### config.mk
export PLATFORM = sky130hd
export DESIGN_NAME = grid_io_cfg_tile
export DESIGN_NICKNAME = d
export VERILOG_FILES = /design/src/rtl/grid_io_cfg_tile.sv
export SDC_FILE = /design/constraint.sdc
export NUM_CORES = 1
export LEC_CHECK = 0
export CAP_MARGIN = 20
export CORE_ASPECT_RATIO = 0.8
export CORE_MARGIN = 4
export CORE_UTILIZATION = 45
export CTS_CLUSTER_DIAMETER = 150
export DETAILED_ROUTE_END_ITERATION = 10
export PLACE_DENSITY = 0.78
export SYNTH_ARGS = -nofsm -noshare
export SYNTH_HDL_FRONTEND = slang
export SYNTH_SLANG_ARGS = --single-unit
export TNS_END_PERCENT = 20
### constraint.sdc
create_clock -name clk -period 3.01 [get_ports clk]
set_input_delay 0.4515 -clock clk [delete_from_list [all_inputs] [get_ports clk]]
set_output_delay 0.4515 -clock clk [all_outputs]
set_load 0.02 [all_outputs]
### src/rtl/grid_io_cfg_tile.sv
// grid_io_cfg_tile
//   Configurable IO tile holding NUM_IO GPIO subtiles. A serial configuration
//   chain (3 bits per subtile) selects, per subtile, the pad direction and
//   whether the input and output paths are registered. Pads stay in a safe
//   state (no output enable, no inbound data) until an exact-length
//   configuration has been shifted in and the shift enable is low again.
//
// Ports
//   clk                    : clock, all state updates on its rising edge
//   rst_n                  : synchronous active-low reset
//   cfg_en                 : configuration shift enable
//   cfg_head               : serial configuration data in
//   cfg_tail               : serial configuration data out (last chain bit)
//   cfg_done               : exact-length configuration loaded and active
//   cfg_err                : last load session shifted too many bits
//   gfpga_pad_GPIO_PAD_in  : pad receive data
//   gfpga_pad_GPIO_PAD_out : pad drive data
//   gfpga_pad_GPIO_PAD_oe  : pad output enable, active-high
//   io_outpad              : fabric-to-pad data
//   io_inpad               : pad-to-fabric data
//
// Chain layout for subtile i: [3i] oe_mode, [3i+1] in_reg, [3i+2] out_reg.
module grid_io_cfg_tile #(
  parameter int NUM_IO          = 8,
  parameter int CFG_BITS_PER_IO = 3
) (
  input  logic              clk,
  input  logic              rst_n,
  input  logic              cfg_en,
  input  logic              cfg_head,
  output logic              cfg_tail,
  output logic              cfg_done,
  output logic              cfg_err,
  input  logic [NUM_IO-1:0] gfpga_pad_GPIO_PAD_in,
  output logic [NUM_IO-1:0] gfpga_pad_GPIO_PAD_out,
  output logic [NUM_IO-1:0] gfpga_pad_GPIO_PAD_oe,
  input  logic [NUM_IO-1:0] io_outpad,
  output logic [NUM_IO-1:0] io_inpad
);

  localparam int CFG_BITS = CFG_BITS_PER_IO * NUM_IO;
  localparam int CNT_W    = $clog2(CFG_BITS + 2);

  localparam logic [CNT_W-1:0] CNT_FULL = CNT_W'(CFG_BITS);
  localparam logic [CNT_W-1:0] CNT_OVER = CNT_W'(CFG_BITS + 1);
  localparam logic [CNT_W-1:0] CNT_ONE  = CNT_W'(1);

  logic [CFG_BITS-1:0] chain_q, chain_d;
  logic [CNT_W-1:0]    cnt_q, cnt_d;
  logic                prev_en_q;
  logic [NUM_IO-1:0]   out_q, in_q;

  logic [NUM_IO-1:0]   oe_mode, in_reg, out_reg;

  // Shift chain and session counter next state
  always_comb begin
    chain_d = chain_q;
    cnt_d   = cnt_q;
    if (cfg_en) begin
      chain_d = {chain_q[CFG_BITS-2:0], cfg_head};
      // A rising cfg_en starts a new session; the counter restarts at 1 so
      // that a stale overflow from the previous session is forgotten.
      if (!prev_en_q) begin
        cnt_d = CNT_ONE;
      end else if (cnt_q != CNT_OVER) begin
        cnt_d = cnt_q + CNT_ONE;
      end
    end
  end

  always_ff @(posedge clk) begin
    if (!rst_n) begin
      chain_q   <= '0;
      cnt_q     <= '0;
      prev_en_q <= 1'b0;
      out_q     <= '0;
      in_q      <= '0;
    end else begin
      chain_q   <= chain_d;
      cnt_q     <= cnt_d;
      prev_en_q <= cfg_en;
      out_q     <= io_outpad;
      in_q      <= gfpga_pad_GPIO_PAD_in;
    end
  end

  // cfg_done is combinational on cfg_en so the pads fall back to the safe
  // state in the very cycle a reload begins.
  assign cfg_tail = chain_q[CFG_BITS-1];
  assign cfg_done = !cfg_en && (cnt_q == CNT_FULL);
  assign cfg_err  = (cnt_q == CNT_OVER);

  always_comb begin
    oe_mode = '0;
    in_reg  = '0;
    out_reg = '0;
    for (int i = 0; i < NUM_IO; i++) begin
      oe_mode[i] = chain_q[CFG_BITS_PER_IO*i];
      in_reg[i]  = chain_q[CFG_BITS_PER_IO*i + 1];
      out_reg[i] = chain_q[CFG_BITS_PER_IO*i + 2];
    end
  end

  // Pad drive data is not gated by cfg_done: with oe low it never reaches
  // the pin, and keeping it ungated preserves the registered-path latency.
  always_comb begin
    gfpga_pad_GPIO_PAD_out = '0;
    gfpga_pad_GPIO_PAD_oe  = '0;
    io_inpad               = '0;
    for (int i = 0; i < NUM_IO; i++) begin
      gfpga_pad_GPIO_PAD_out[i] = out_reg[i] ? out_q[i] : io_outpad[i];
      gfpga_pad_GPIO_PAD_oe[i]  = cfg_done & oe_mode[i];
      io_inpad[i]               = cfg_done & ~oe_mode[i] &
                                  (in_reg[i] ? in_q[i] : gfpga_pad_GPIO_PAD_in[i]);
    end
  end

endmodule

==> report_table.html <==
<table>
<tr><th>Metric</th><th>Value</th></tr>
<tr><th colspan="2">Outcome</th></tr>
<tr><td>Status</td><td>finished clean</td></tr>
<tr><th colspan="2">Clock network</th></tr>
<tr><td>Hold buffers post-CTS</td><td>0</td></tr>
<tr><td>Clock root buffer master</td><td>sky130_fd_sc_hd__clkbuf_8</td></tr>
<tr><td>Count of H-tree levels built during CTS</td><td>2</td></tr>
<tr><td>Number of CTS-inserted buffers</td><td>5</td></tr>
<tr><td>Buffers inserted during post-CTS setup optimization</td><td>0</td></tr>
<tr><td>Insertion delay to the later sink of the worst-skew pair</td><td>290 ps</td></tr>
<tr><td>TritonCTS clock tree</td><td>built</td></tr>
<tr><td>Maximum buffer depth of the clock tree</td><td>2</td></tr>
<tr><td>Sink Count</td><td>46</td></tr>
<tr><td>Post-cts sizing count</td><td>0</td></tr>
<tr><td>Post-CTS clock slew at the launch and capture registers of the worst setup and hold paths</td><td>90 ps</td></tr>
<tr><th colspan="2">Timing</th></tr>
<tr><td>Worst path setup slack after routing</td><td>329 ps</td></tr>
<tr><td>Slew Limit Fails</td><td>0</td></tr>
<tr><td>Actual slew at the worst max-slew pin</td><td>579 ps</td></tr>
<tr><td>Sum Neg Setup Slack</td><td>0 ps</td></tr>
<tr><td>Setup repair after global routing missed its margin</td><td>false</td></tr>
<tr><td>Hold slack final</td><td>547 ps</td></tr>
<tr><td>Setup clock skew after layout</td><td>7.91 ps</td></tr>
<tr><td>Post-layout minimum cycle time</td><td>2680 ps</td></tr>
<tr><td>Max-slew headroom at the worst pin</td><td>61.3%</td></tr>
<tr><td>Final Cycle Share</td><td>89.1%</td></tr>
<tr><td>Final number of setup-violating endpoints</td><td>0</td></tr>
<tr><td>Highest clock rate</td><td>373 MHz</td></tr>
<tr><td>Endpoints failing hold</td><td>0</td></tr>
<tr><th colspan="2">Floorplanning</th></tr>
<tr><td>Area of the die</td><td>5520 µm²</td></tr>
<tr><td>Die height</td><td>67.2 µm</td></tr>
<tr><td>Rows</td><td>21</td></tr>
<tr><td>Width of the die</td><td>82.1 µm</td></tr>
<tr><td>I/O pins</td><td>47</td></tr>
<tr><td>Core region area</td><td>4200 µm²</td></tr>
<tr><td>Starting utilization of the core area</td><td>47.0%</td></tr>
<tr><th colspan="2">Synth</th></tr>
<tr><td>Synth Register Bits</td><td>46</td></tr>
<tr><td>Yosys top cell by area</td><td>sky130_fd_sc_hd__dfxtp_1</td></tr>
<tr><td>Leading post-synthesis cells by cell area</td><td>sky130_fd_sc_hd__dfxtp_1 47%, sky130_fd_sc_hd__mux2i_1 16%, sky130_fd_sc_hd__and2_1 7.9%</td></tr>
<tr><td>Count of yosys warnings during synthesis</td><td>0</td></tr>
<tr><td>Share of Yosys cell area claimed by the top area cell type</td><td>46.6%</td></tr>
<tr><td>Library cells used by synthesis</td><td>29</td></tr>
<tr><td>Syn Std Cell Area</td><td>1970 µm²</td></tr>
<tr><td>Number of enable-type register cells in the synthesized netlist</td><td>0</td></tr>
<tr><td>Ys flop type</td><td>sky130_fd_sc_hd__dfxtp_1</td></tr>
<tr><td>Average footprint of a synthesized cell</td><td>10.8 µm²</td></tr>
<tr><td>Gate count of the mapped netlist</td><td>183</td></tr>
<tr><td>Async set or reset register ratio after synthesis</td><td>0%</td></tr>
<tr><td>Most common cell in the netlist</td><td>sky130_fd_sc_hd__dfxtp_1</td></tr>
<tr><td>Portion of the post-synthesis area used by sequential elements</td><td>46.6%</td></tr>
<tr><td>Net count after synthesis</td><td>206</td></tr>
<tr><td>Leading post-synthesis cells by instance count</td><td>46 x sky130_fd_sc_hd__dfxtp_1, 32 x sky130_fd_sc_hd__mux2i_1, 25 x sky130_fd_sc_hd__and2_1, 25 x sky130_fd_sc_hd__nor2b_1, 10 x sky130_fd_sc_hd__nor3_1</td></tr>
<tr><th colspan="2">Routing</th></tr>
<tr><td>Post-detailed-route wirelength per cell</td><td>12.8 µm</td></tr>
<tr><td>Detailed-route DRC error count</td><td>0</td></tr>
<tr><td>First-iteration detailed-routing DRC count</td><td>59</td></tr>
<tr><td>Total wire length</td><td>3670 µm</td></tr>
<tr><td>Number of vias in the routed layout</td><td>1,353</td></tr>
<tr><td>Detailed-routing iteration count for the pre-antenna-repair pass</td><td>4</td></tr>
<tr><td>Final ANT Viol Nets</td><td>0</td></tr>
<tr><td>Vias per Instance</td><td>4.73</td></tr>
<tr><th colspan="2">Global route</th></tr>
<tr><td>Number of global-route vias before repair</td><td>1,349</td></tr>
<tr><td>Initial antenna violation count</td><td>0</td></tr>
<tr><td>Global-route wire length before repair</td><td>6200 µm</td></tr>
<tr><td>Total routing resource utilization after global routing</td><td>14.9%</td></tr>
<tr><td>Pin count of the biggest net entering global routing</td><td>31</td></tr>
<tr><td>Overflow left after global routing</td><td>0</td></tr>
<tr><th colspan="2">Pwr</th></tr>
<tr><td>Overall power of the completed layout</td><td>1.29 mW</td></tr>
<tr><td>Lkg Pwr</td><td>1.03 nW</td></tr>
<tr><td>Worst IR drop on VDD</td><td>308 µV</td></tr>
<tr><td>Power per unit of standard cell area</td><td>497 nW/µm²</td></tr>
<tr><th colspan="2">Placed design</th></tr>
<tr><td>Port bufs</td><td>46</td></tr>
<tr><td>HPWL Detailed</td><td>2560 µm</td></tr>
<tr><td>Final Wtd Congestion</td><td>0.825</td></tr>
<tr><td>Pre-CTS setup slack</td><td>502 ps</td></tr>
<tr><th colspan="2">Finish</th></tr>
<tr><td>Final Util</td><td>61.5%</td></tr>
<tr><td>Net count reported at finish</td><td>251</td></tr>
<tr><td>Share of post-route cells with drive strength above 1</td><td>9.61%</td></tr>
<tr><td>Area Overhead vs Synth</td><td>31.0%</td></tr>
<tr><td>Fill cells</td><td>363</td></tr>
<tr><td>Area used by multi-input combinational logic</td><td>970 µm²</td></tr>
<tr><td>Antenna fix cells</td><td>0</td></tr>
<tr><td>Sequential standard cell area</td><td>921 µm²</td></tr>
<tr><th colspan="2">Critical path</th></tr>
<tr><td>CP Capture Type</td><td>output port</td></tr>
<tr><td>Cell with the largest stage delay on the worst path</td><td>sky130_fd_sc_hd__clkdlybuf4s50_1</td></tr>
<tr><td>Ordered list of cells on the worst path</td><td>inv_1, ha_1, nand4b_2, inv_2, and2_1, clkdlybuf4s50_1</td></tr>
<tr><td>Crit path largest cell delay</td><td>620 ps</td></tr>
<tr><td>Startpoint types</td><td>flop</td></tr>
<tr><td>Worst setup path category</td><td>flop to output port</td></tr>
<tr><td>Data arrival time of the critical path</td><td>2230 ps</td></tr>
<tr><td>Data required time of the critical path</td><td>2560 ps</td></tr>
<tr><td>Critical Path Fanout Max</td><td>9</td></tr>
<tr><th colspan="2">Min path</th></tr>
<tr><td>Hold WC Path Type</td><td>flop to flop</td></tr>
<tr><th colspan="2">Flow run</th></tr>
<tr><td>Max-capacitance violation count</td><td>0</td></tr>
</table>
sequential cells by signal, indices dropped and copies added (netlist names):
name,cells
chain_q,24
cnt_q,5
in_q,8
out_q,8
prev_en_q,1
layout make-up:
class,instances,area share [%]
clock inverter,2,2.32
inverter,3,0.435
timing repair buffer,48,18.2
tap,57,2.76
clock buffer,6,3.19
sequential,46,35.6
multi-input combinational,124,37.5
critical path, delay by kind of cell, from the launching register on:
family                   cells  cell delay, ps
buffers and inverters        3             980
AND/OR/NAND/NOR              2             440
flip-flops                   1             340
adder cells (fa/ha/maj)      1             170
power breakdown:
part | switching (mW) | internal [mW] | total [mW]
Combinational | 0.0415 | 0.0601 | 0.102
Clock | 0.199 | 0.354 | 0.553
Sequential | 0.00715 | 0.623 | 0.631
logic make-up (layout without fill, tap and decap cells):
kind of cell               Yosys count  in the layout  share of synthesized area [%]
muxes                               40             40                           20.8
and+or+nand+nor                     74             74                           23.3
DFF                                 46             46                           46.6
AOI/OAI and AO/OA                    7              7                           3.11
adders and majority gates            3              3                           1.90
buffers and inverters               13             59                           4.25
cells in the final DEF, fill, tap and decap left out, types with 2 or more instances in the layout:
cell | netlist | final
sky130_fd_sc_hd__nand3_1 | 2 | 2
sky130_fd_sc_hd__bufinv_16 | 0 | 2
sky130_fd_sc_hd__and3_1 | 3 | 3
sky130_fd_sc_hd__inv_1 | 2 | 2
sky130_fd_sc_hd__clkdlybuf4s50_1 | 0 | 45
sky130_fd_sc_hd__nand2_1 | 2 | 2
sky130_fd_sc_hd__mux2i_1 | 32 | 32
sky130_fd_sc_hd__o31a_1 | 3 | 3
sky130_fd_sc_hd__mux2_2 | 8 | 8
sky130_fd_sc_hd__and2_1 | 25 | 25
sky130_fd_sc_hd__dfxtp_1 | 46 | 46
sky130_fd_sc_hd__buf_4 | 0 | 2
sky130_fd_sc_hd__nor3_1 | 10 | 10
sky130_fd_sc_hd__ha_1 | 3 | 3
sky130_fd_sc_hd__nor2b_1 | 25 | 25
sky130_fd_sc_hd__clkbuf_8 | 0 | 6
metal layers:
| layer | global-route usage (%) | wire [µm] | part of all wire, % |
|---|---|---|---|
| met3 | 6.53 | 184 | 5.0 |
| met4 | 3.11 | 12 | 0.33 |
| met5 | 0 | 0 | 0 |
| met1 | 19.3 | 1850 | 50 |
| met2 | 23.0 | 1620 | 44 |
worst paths after layout:
path                     from                  endpoint  slack (ps)  cells after the start
setup / recovery     cnt_q[1]  gfpga_pad_GPIO_PAD_oe[5]         330                      6
hold / removal    chain_q[17]               chain_q[17]         550                      2
setup reg to reg     cnt_q[1]                  cnt_q[1]        1600                      5
hold reg to reg   chain_q[17]               chain_q[17]         550                      2
per-stage QoR:
stage	area, µm²	cells
after floorplan	1970	183
after global placement	2440	278
after detailed placement	2440	278
after CTS	2590	286
after global routing	2590	286
final	2590	286
No activity file was read; power rests on OpenSTA's default activity.
